File: src/rtl/ps2_key_decoder.sv
// rtl/ps2_key_decoder.sv - PS/2 keyboard frame receiver and scan-code decoder
//
// Deserializes 11-bit device-to-host PS/2 frames, checks odd parity and the
// stop bit, strips E0 (extended) and F0 (break) prefixes, and presents the
// resulting scan code as a make/break strobe plus held arrow-key flags.
//
// Ports:
//   iCLK        system clock, the only clock in the block
//   iRST_n      asynchronous active-low reset
//   ps2_clk     raw PS/2 clock pin (asynchronous)
//   ps2_dat     raw PS/2 data pin (asynchronous)
//   key_in      last completed non-prefix scan code
//   key_en      one-cycle strobe on a make
//   key_rel     one-cycle strobe on a break
//   key_ext     code in key_in was preceded by E0
//   key_up/down/left/right  held while the extended arrow key is pressed
//   frame_err   one-cycle strobe on parity error, bad stop bit or timeout
module ps2_key_decoder #(
    parameter int FILTER_LEN  = 8,
    parameter int TIMEOUT_CYC = 50000
) (
    input  logic       iCLK,
    input  logic       iRST_n,
    input  logic       ps2_clk,
    input  logic       ps2_dat,
    output logic [7:0] key_in,
    output logic       key_en,
    output logic       key_rel,
    output logic       key_ext,
    output logic       key_up,
    output logic       key_down,
    output logic       key_left,
    output logic       key_right,
    output logic       frame_err
);

    localparam int FCW = $clog2(FILTER_LEN + 1);

    typedef enum logic [1:0] {S_IDLE, S_DATA, S_PARITY, S_STOP} state_t;

    // Synchronizers and clock glitch filter (reset to bus idle level)
    logic           clk_s1_q, clk_s2_q, dat_s1_q, dat_s2_q;
    logic           filt_clk_q, filt_clk_d, filt_prev_q;
    logic [FCW-1:0] filt_cnt_q, filt_cnt_d;
    logic           fall;

    // Receiver state
    state_t         state_q, state_d;
    logic [2:0]     bit_cnt_q, bit_cnt_d;
    logic [7:0]     shift_q, shift_d;
    logic           par_q, par_d;
    logic [15:0]    wdog_q, wdog_d;
    logic           ext_q, ext_d, brk_q, brk_d;

    // Registered outputs
    logic [7:0]     key_in_q, key_in_d;
    logic           key_en_q, key_en_d, key_rel_q, key_rel_d, key_ext_q, key_ext_d;
    logic           up_q, up_d, down_q, down_d, left_q, left_d, right_q, right_d;
    logic           frame_err_q, frame_err_d;

    // The filtered clock only moves after FILTER_LEN consecutive samples
    // disagree with it; any agreeing sample restarts the count.
    always_comb begin
        filt_clk_d = filt_clk_q;
        filt_cnt_d = '0;
        if (clk_s2_q != filt_clk_q) begin
            if (filt_cnt_q == FCW'(FILTER_LEN - 1)) begin
                filt_clk_d = clk_s2_q;
            end else begin
                filt_cnt_d = filt_cnt_q + 1'b1;
            end
        end
    end

    assign fall = filt_prev_q & ~filt_clk_q;

    always_comb begin
        state_d     = state_q;
        bit_cnt_d   = bit_cnt_q;
        shift_d     = shift_q;
        par_d       = par_q;
        ext_d       = ext_q;
        brk_d       = brk_q;
        key_in_d    = key_in_q;
        key_ext_d   = key_ext_q;
        up_d        = up_q;
        down_d      = down_q;
        left_d      = left_q;
        right_d     = right_q;
        key_en_d    = 1'b0;
        key_rel_d   = 1'b0;
        frame_err_d = 1'b0;

        if (fall || state_q == S_IDLE) begin
            wdog_d = '0;
        end else begin
            wdog_d = wdog_q + 1'b1;
        end

        case (state_q)
            S_IDLE: begin
                if (fall && !dat_s2_q) begin
                    state_d   = S_DATA;
                    bit_cnt_d = '0;
                end
            end
            S_DATA: begin
                if (fall) begin
                    shift_d   = {dat_s2_q, shift_q[7:1]};
                    bit_cnt_d = bit_cnt_q + 1'b1;
                    if (bit_cnt_q == 3'd7) begin
                        state_d = S_PARITY;
                    end
                end
            end
            S_PARITY: begin
                if (fall) begin
                    par_d   = dat_s2_q;
                    state_d = S_STOP;
                end
            end
            S_STOP: begin
                if (fall) begin
                    state_d = S_IDLE;
                    if (dat_s2_q && (^{par_q, shift_q})) begin
                        if (shift_q == 8'hE0) begin
                            ext_d = 1'b1;
                        end else if (shift_q == 8'hF0) begin
                            brk_d = 1'b1;
                        end else begin
                            key_in_d  = shift_q;
                            key_ext_d = ext_q;
                            key_rel_d = brk_q;
                            key_en_d  = ~brk_q;
                            ext_d     = 1'b0;
                            brk_d     = 1'b0;
                            // Arrow flags follow make/break of extended codes only
                            if (ext_q) begin
                                case (shift_q)
                                    8'h75: up_d    = ~brk_q;
                                    8'h72: down_d  = ~brk_q;
                                    8'h6B: left_d  = ~brk_q;
                                    8'h74: right_d = ~brk_q;
                                    default: ;
                                endcase
                            end
                        end
                    end else begin
                        frame_err_d = 1'b1;
                        ext_d       = 1'b0;
                        brk_d       = 1'b0;
                    end
                end
            end
            default: state_d = S_IDLE;
        endcase

        // A stalled frame is abandoned, along with any pending prefix.
        if (state_q != S_IDLE && !fall && wdog_q == 16'(TIMEOUT_CYC)) begin
            state_d     = S_IDLE;
            wdog_d      = '0;
            frame_err_d = 1'b1;
            ext_d       = 1'b0;
            brk_d       = 1'b0;
        end
    end

    always_ff @(posedge iCLK or negedge iRST_n) begin
        if (!iRST_n) begin
            clk_s1_q    <= 1'b1;
            clk_s2_q    <= 1'b1;
            dat_s1_q    <= 1'b1;
            dat_s2_q    <= 1'b1;
            filt_clk_q  <= 1'b1;
            filt_prev_q <= 1'b1;
            filt_cnt_q  <= '0;
            state_q     <= S_IDLE;
            bit_cnt_q   <= '0;
            shift_q     <= '0;
            par_q       <= 1'b0;
            wdog_q      <= '0;
            ext_q       <= 1'b0;
            brk_q       <= 1'b0;
            key_in_q    <= 8'h00;
            key_en_q    <= 1'b0;
            key_rel_q   <= 1'b0;
            key_ext_q   <= 1'b0;
            up_q        <= 1'b0;
            down_q      <= 1'b0;
            left_q      <= 1'b0;
            right_q     <= 1'b0;
            frame_err_q <= 1'b0;
        end else begin
            clk_s1_q    <= ps2_clk;
            clk_s2_q    <= clk_s1_q;
            dat_s1_q    <= ps2_dat;
            dat_s2_q    <= dat_s1_q;
            filt_clk_q  <= filt_clk_d;
            filt_prev_q <= filt_clk_q;
            filt_cnt_q  <= filt_cnt_d;
            state_q     <= state_d;
            bit_cnt_q   <= bit_cnt_d;
            shift_q     <= shift_d;
            par_q       <= par_d;
            wdog_q      <= wdog_d;
            ext_q       <= ext_d;
            brk_q       <= brk_d;
            key_in_q    <= key_in_d;
            key_en_q    <= key_en_d;
            key_rel_q   <= key_rel_d;
            key_ext_q   <= key_ext_d;
            up_q        <= up_d;
            down_q      <= down_d;
            left_q      <= left_d;
            right_q     <= right_d;
            frame_err_q <= frame_err_d;
        end
    end

    assign key_in    = key_in_q;
    assign key_en    = key_en_q;
    assign key_rel   = key_rel_q;
    assign key_ext   = key_ext_q;
    assign key_up    = up_q;
    assign key_down  = down_q;
    assign key_left  = left_q;
    assign key_right = right_q;
    assign frame_err = frame_err_q;

endmodule

File: config.mk
export PLATFORM = sky130hd
export DESIGN_NAME = ps2_key_decoder
export DESIGN_NICKNAME = d
export VERILOG_FILES = /design/src/rtl/ps2_key_decoder.sv
export SDC_FILE = /design/constraint.sdc
export NUM_CORES = 1
export LEC_CHECK = 0
export BUFFER_PORTS_ARGS = -buffer_cell sky130_fd_sc_hd__buf_2
export CAP_MARGIN = 10
export CORE_UTILIZATION = 30
export DETAILED_ROUTE_END_ITERATION = 7
export GPL_ROUTABILITY_DRIVEN = 0
export PLACE_DENSITY = 0.48
export RECOVER_POWER = 100
export SYNTH_ARGS = -nofsm -noshare
export SYNTH_HDL_FRONTEND = slang
export SYNTH_SLANG_ARGS = --single-unit
export TNS_END_PERCENT = 10
File: constraint.sdc
create_clock -name iCLK -period 2.5 [get_ports iCLK]
set_clock_uncertainty 0.1 [all_clocks]
set_input_delay 0.25 -clock iCLK [delete_from_list [all_inputs] [get_ports iCLK]]
set_output_delay 0.25 -clock iCLK [all_outputs]
set_load 0.03 [all_outputs]
* Word-level counts from Yosys, hierarchy flattened
Cells that the tools add are included.
Cells by class: $add $sub $neg 3, equality and inequality tests 22, mux-type cells 40, bitwise gates (word level) 5, reduce and logical (&&, ||, !) cells 25
Operators with widths (count):
- equality test 8 x 7 -> 1 bit (second input constant) | 4
- two-way mux 16 bit | 2
- AND reduction 7 bit | 4
- two-way mux 1 bit | 26
- adder 16 x 1 -> 16 bit (second input constant) | 1
- equality test 16 bit (second input constant) | 1
- equality test 8 bit (second input constant) | 2
- two-way mux 2 bit | 6
- inequality test 3 bit (second input constant) | 4
- AND reduction 5 bit | 2
- AND reduction 3 bit | 3
- XOR reduction 9 bit | 1
- two-way mux 4 bit | 2
- one-hot mux 2 bit (4 select lines) | 1
- nonzero test 2 bit | 4
- two-way mux 3 bit | 2
- one-hot mux 3 bit (2 select lines) | 1
- AND reduction 2 bit | 3
- adder 4 x 1 -> 4 bit (second input constant) | 1
- equality test 2 bit (second input constant) | 2
- equality test 4 x 3 -> 1 bit (second input constant) | 1
- logical AND 1 bit | 4
- inequality test 4 x 3 -> 1 bit (second input constant) | 1
- NOT 1 bit | 4
- other kinds (12) | 13
Storage, ports and cells: bits in registers 58, logic and storage cells 118

* Depth between registers and ports, before layout
depth after elaboration 7, depth in mapped cells 8

* Worst setup path before layout
No wires, ideal clock.
path type reg2reg, from register shift_q[0], to register left_q (netlist: key_left), arrival 2.076 ns, path slack 0.197 ns, cell stages (with the launch flop) 8, path buffers 0, period minus slack after synthesis 2.303 ns, cell sequence dfrtp_1 > inv_1 > ha_1 > xnor3_1 > xnor2_2 > o2111ai_4 > nor3_2 > mux2_1
On the way: word-level cells in the longest chain between the ends 3, elaborated cells on any way between the ends 8
Ends and longest elaborated chain:
- start, declared | RTL line 50 | logic [7:0] shift_q, shift_d;
- start signal, assigned | RTL line 203 | shift_q <= shift_d;
- equality test 8 bit, or another cell as far along | RTL line 128 | end else if (shift_q == 8'hF0) begin
- NOT 1 bit (no line) / logical AND 1 bit (equally long branches)
- AND reduction 7 bit (no line) (*)
- end signal, assigned | RTL line 214 | left_q <= left_d;
- end, declared | RTL line 58 | logic up_q, up_d, down_q, down_d, left_q, left_d, right_q, right_d;
Mark *: on every way between the ends. The rest lies on a longest branch, timed or not. A chain may end at the register's enable or synchronous reset.

* Worst setup path after layout
from register shift_q[6], to register up_q (netlist: key_up)
On the way: word-level cells in the longest chain between the ends 3, elaborated cells on any way between the ends 8
Ends and longest elaborated chain:
- equality test 8 bit, or another cell as far along | RTL line 128
- NOT 1 bit (no line) / logical AND 1 bit (equally long branches)
- AND reduction 7 bit (no line) (*)
- end signal, assigned | RTL line 212 | up_q <= up_d;
- end, declared | RTL line 58
Marked as above.

==> impl_metrics.py <==
metrics = {
    "status": {
        "outcome": "completed",
    },
    "timing": {
        "drv_slew": 0,
        "maxSlewHeadroom": 0.128,
        "hold_violations": 0,
        "setup_tns_ps": 0,
        "fin_crit_ps": 2390,
        "rsz0062_at_grt": "no",
        "clock.fmax_mhz": 418,
        "fin_crit_sh": 0.958,
        "finalSetupViolCount": 0,
        "hold_slack_ps": 255,
        "setup_slack_ps": 105,
        "tightest_slew_ps": 1310,
    },
    "synthesis": {
        "ys_top_cells_by_area": "dfrtp_1, ha_1, dfstp_2, nand2_1, o21ai_0",
        "ys_seq_area_frac": 0.515,
        "yosysWarnings": 0,
        "ys_ff_latch": 58,
        "synth_edf_count": 0,
        "syn_nets": 290,
        "synth_cell_type_count": 35,
        "synth_top_area_share": 0.460,
        "syn_inst": 265,
        "yosys.area.top_type": "dfrtp_1",
        "syn-cell-area_mm2": 0.00283,
        "synthFlopType": "dfrtp_1",
        "syn_avg_cell_area_um2": 10.7,
        "synth-async-reset-ratio": 1.00,
    },
    "critical_path": {
        "cp-start-kind": "flip-flop",
        "rr_startpoint": "shift_q[6]",
        "r2r_cells": 6,
        "r2r-end": "key_up",
        "crit_path_max_fanout": 5,
        "end_kind": "flip-flop",
        "crit_type": "reg -> reg",
        "setup.worst_path.start": "shift_q[6]",
        "required_ps": 2620,
        "worstPathArrival_ps": 2510,
        "regToRegSetupSlack_ps": 110,
    },
    "run": {
        "cap_violations": 0,
    },
    "power_and_ir_drop": {
        "seq_power_share": 0.432,
        "p_leak_nw": 1.51,
        "ir_drop_mv": 0.343,
        "intPower_mw": 1.83,
        "switching_share": 0.324,
        "combPwrFrac": 0.261,
        "p_total_mw": 2.70,
        "power.density_mw_per_mm2": 824,
        "p_sw_mw": 0.875,
        "clock_power_share": 0.307,
    },
    "clock_network": {
        "clock-root-buffer": "clkbuf_8",
        "clock_sinks": 58,
        "path_clk_slew_ps": 60,
        "h-tree-depth": 3,
        "ctsLongestPathBuffers": 2,
        "cts_tree": "done",
        "insertion_delay_ps": 340,
        "numCtsBuffers": 9,
    },
    "global_routing": {
        "grt-ovfl-total": 0,
        "antenna_found_initial": 0,
        "grt_pass1_vias": 1913,
        "grt_usage": 0.122,
        "grt_start_max_net_pins": 35,
        "grt_use_met3": 0.0401,
        "grt_use_met1": 0.143,
        "use_met2": 0.202,
        "grt_busiest_layer": "met2",
        "grt_pass1_wl_um": 9200,
    },
    "floorplanning": {
        "die-height_um": 99.1,
        "dieArea_mm2": 0.00983,
        "num_rows": 35,
        "start_util": 0.308,
        "die_w_um": 99.1,
        "io_pins": 20,
        "core_mm2": 0.00920,
    },
    "placed_design": {
        "dp_hpwl_um": 3740,
        "place_ws_ps": 87.1,
        "portBuffers": 19,
        "dp_cells": 396,
    },
    "layout": {
        "nets": 325,
        "drive_above_1_share": 0.134,
        "register_area_mm2": 0.00146,
        "fill_cells": 935,
        "area_growth_pct": 15.9,
        "multi_input_area_mm2": 0.00129,
        "fin_cells": 416,
        "diodes": 0,
    },
    "drt": {
        "drtIter0Drc": 67,
        "drtPass1Iterations": 4,
        "vias_per_cell": 4.61,
        "via_count": 1916,
        "detail-route-antenna-nets": 0,
        "routed_wl_um": 5300,
        "routedWlPerCell_um": 12.7,
        "drc": 0,
    },
    "hold_path": {
        "worstHoldPathType": "reg -> reg",
        "hold_path.startpoint": "dat_s1_q",
        "worst_hold_path.endpoint": "dat_s2_q",
        "min_path_cells": 0,
    },
}
-- synth_stat cells, types with 5 or more instances --
library cell  count
dfrtp_1          52
and3_1            8
inv_1            12
mux2_2            6
dfstp_2           6
xnor2_1           8
nand3_1           6
ha_1             21
o21ai_0          20
nand4_1           5
nor2_1           26
xor2_1            9
clkbuf_1          5
a21oi_1           6
nand2_1          32
-- power by group through the flow --
stage	sequential (mW)	combinational, mW	clock (mW)
final	1.17	0.706	0.829
after global routing	1.19	0.814	0.910
after CTS	1.17	0.712	0.865
after detailed placement	1.19	0.706	0
after global placement	1.18	0.696	0
after floorplan	1.16	0.547	0
-- timing repair --
action	4_1_cts	5_1_grt
endpoints found under the setup margin	0	3
resized for setup	0	6
setup buffers	0	1
hold buffers	3	0
hold endpoints to repair	24	0
-- cells in the final DEF, fill, tap and decap left out, drive strengths merged, types with 2 or more instances in the layout --
| cell | instances |
|---|---|
| dfstp | 6 |
| nand4 | 5 |
| and4 | 4 |
| a21oi | 6 |
| xnor2 | 9 |
| dlygate4sd3 | 3 |
| o21ai | 20 |
| ha | 21 |
| nor2 | 26 |
| buf | 7 |
| and2 | 3 |
| dfrtp | 52 |
| nor2b | 4 |
| nor4bb | 2 |
| a21o | 3 |
| nand2 | 33 |
| and3 | 8 |
| nor4 | 4 |
| nand3 | 6 |
| xor2 | 9 |
| nor3 | 6 |
| inv | 12 |
| clkinv | 2 |
| mux2 | 10 |
| a32oi | 2 |
| a22oi | 2 |
| clkbuf | 34 |
-- worst max path at each step --
stage / to
2_1_floorplan: key_left
3_3_place_gp: key_up
3_5_place_dp: key_up
4_1_cts: key_up
5_1_grt: key_up
6_report: key_up
-- per-stage QoR --
| stage | cell area, um2 | utilization |
|---|---|---|
| floorplan | 2830 | - |
| global placement | 3110 | 0.338 |
| detailed placement | 3110 | 0.338 |
| CTS | 3330 | 0.362 |
| global route | 3280 | 0.357 |
| finish | 3280 | 0.357 |
-- worst max-delay path, cell delays in order (launching register included) --
cell and delay [ps]:
dfrtp_2 440, ha_1 290, xnor3_1 420, xnor2_2 230, nand2_2 120, nor4_1 330
mux2_1 350
-- state kept, by name, indices dropped and copies added, names as in the netlist, 2 cells and up --
| register | flops |
|---|---|
| shift_q | 8 |
| wdog_q | 16 |
| state_q | 2 |
| key_in | 8 |
| bit_cnt_q | 3 |
| filt_cnt_q | 4 |
-- cells by family (layout without fill, tap and decap cells) --
group / count (synthesis) / in the layout / share of synthesized area
flip-flops: 58 / 58 / 0.515
XOR/XNOR: 19 / 19 / 0.0663
AO/OA/AOI/OAI: 35 / 35 / 0.0774
AND/OR/NAND/NOR: 104 / 104 / 0.184
buffers and inverters: 18 / 58 / 0.0243
adder cells (fa/ha/maj): 21 / 21 / 0.0928
multiplexers: 10 / 10 / 0.0398
-- routing by layer --
metal | share of wire | wire (um)
met5 | 0 | 0
met4 | 0.023 | 124
met3 | 0.038 | 201
met2 | 0.48 | 2530
met1 | 0.46 | 2450
-- layout make-up --
type	count	share of cell area
Tap cell	111	0.0424
Timing Repair Buffer	30	0.0477
Clock buffer	14	0.0557
Multi-Input combinational cell	189	0.392
Clock inverter	2	0.00305
Sequential cell	58	0.445
Inverter	12	0.0137
Note: power is estimated with default switching activity, not from simulation.
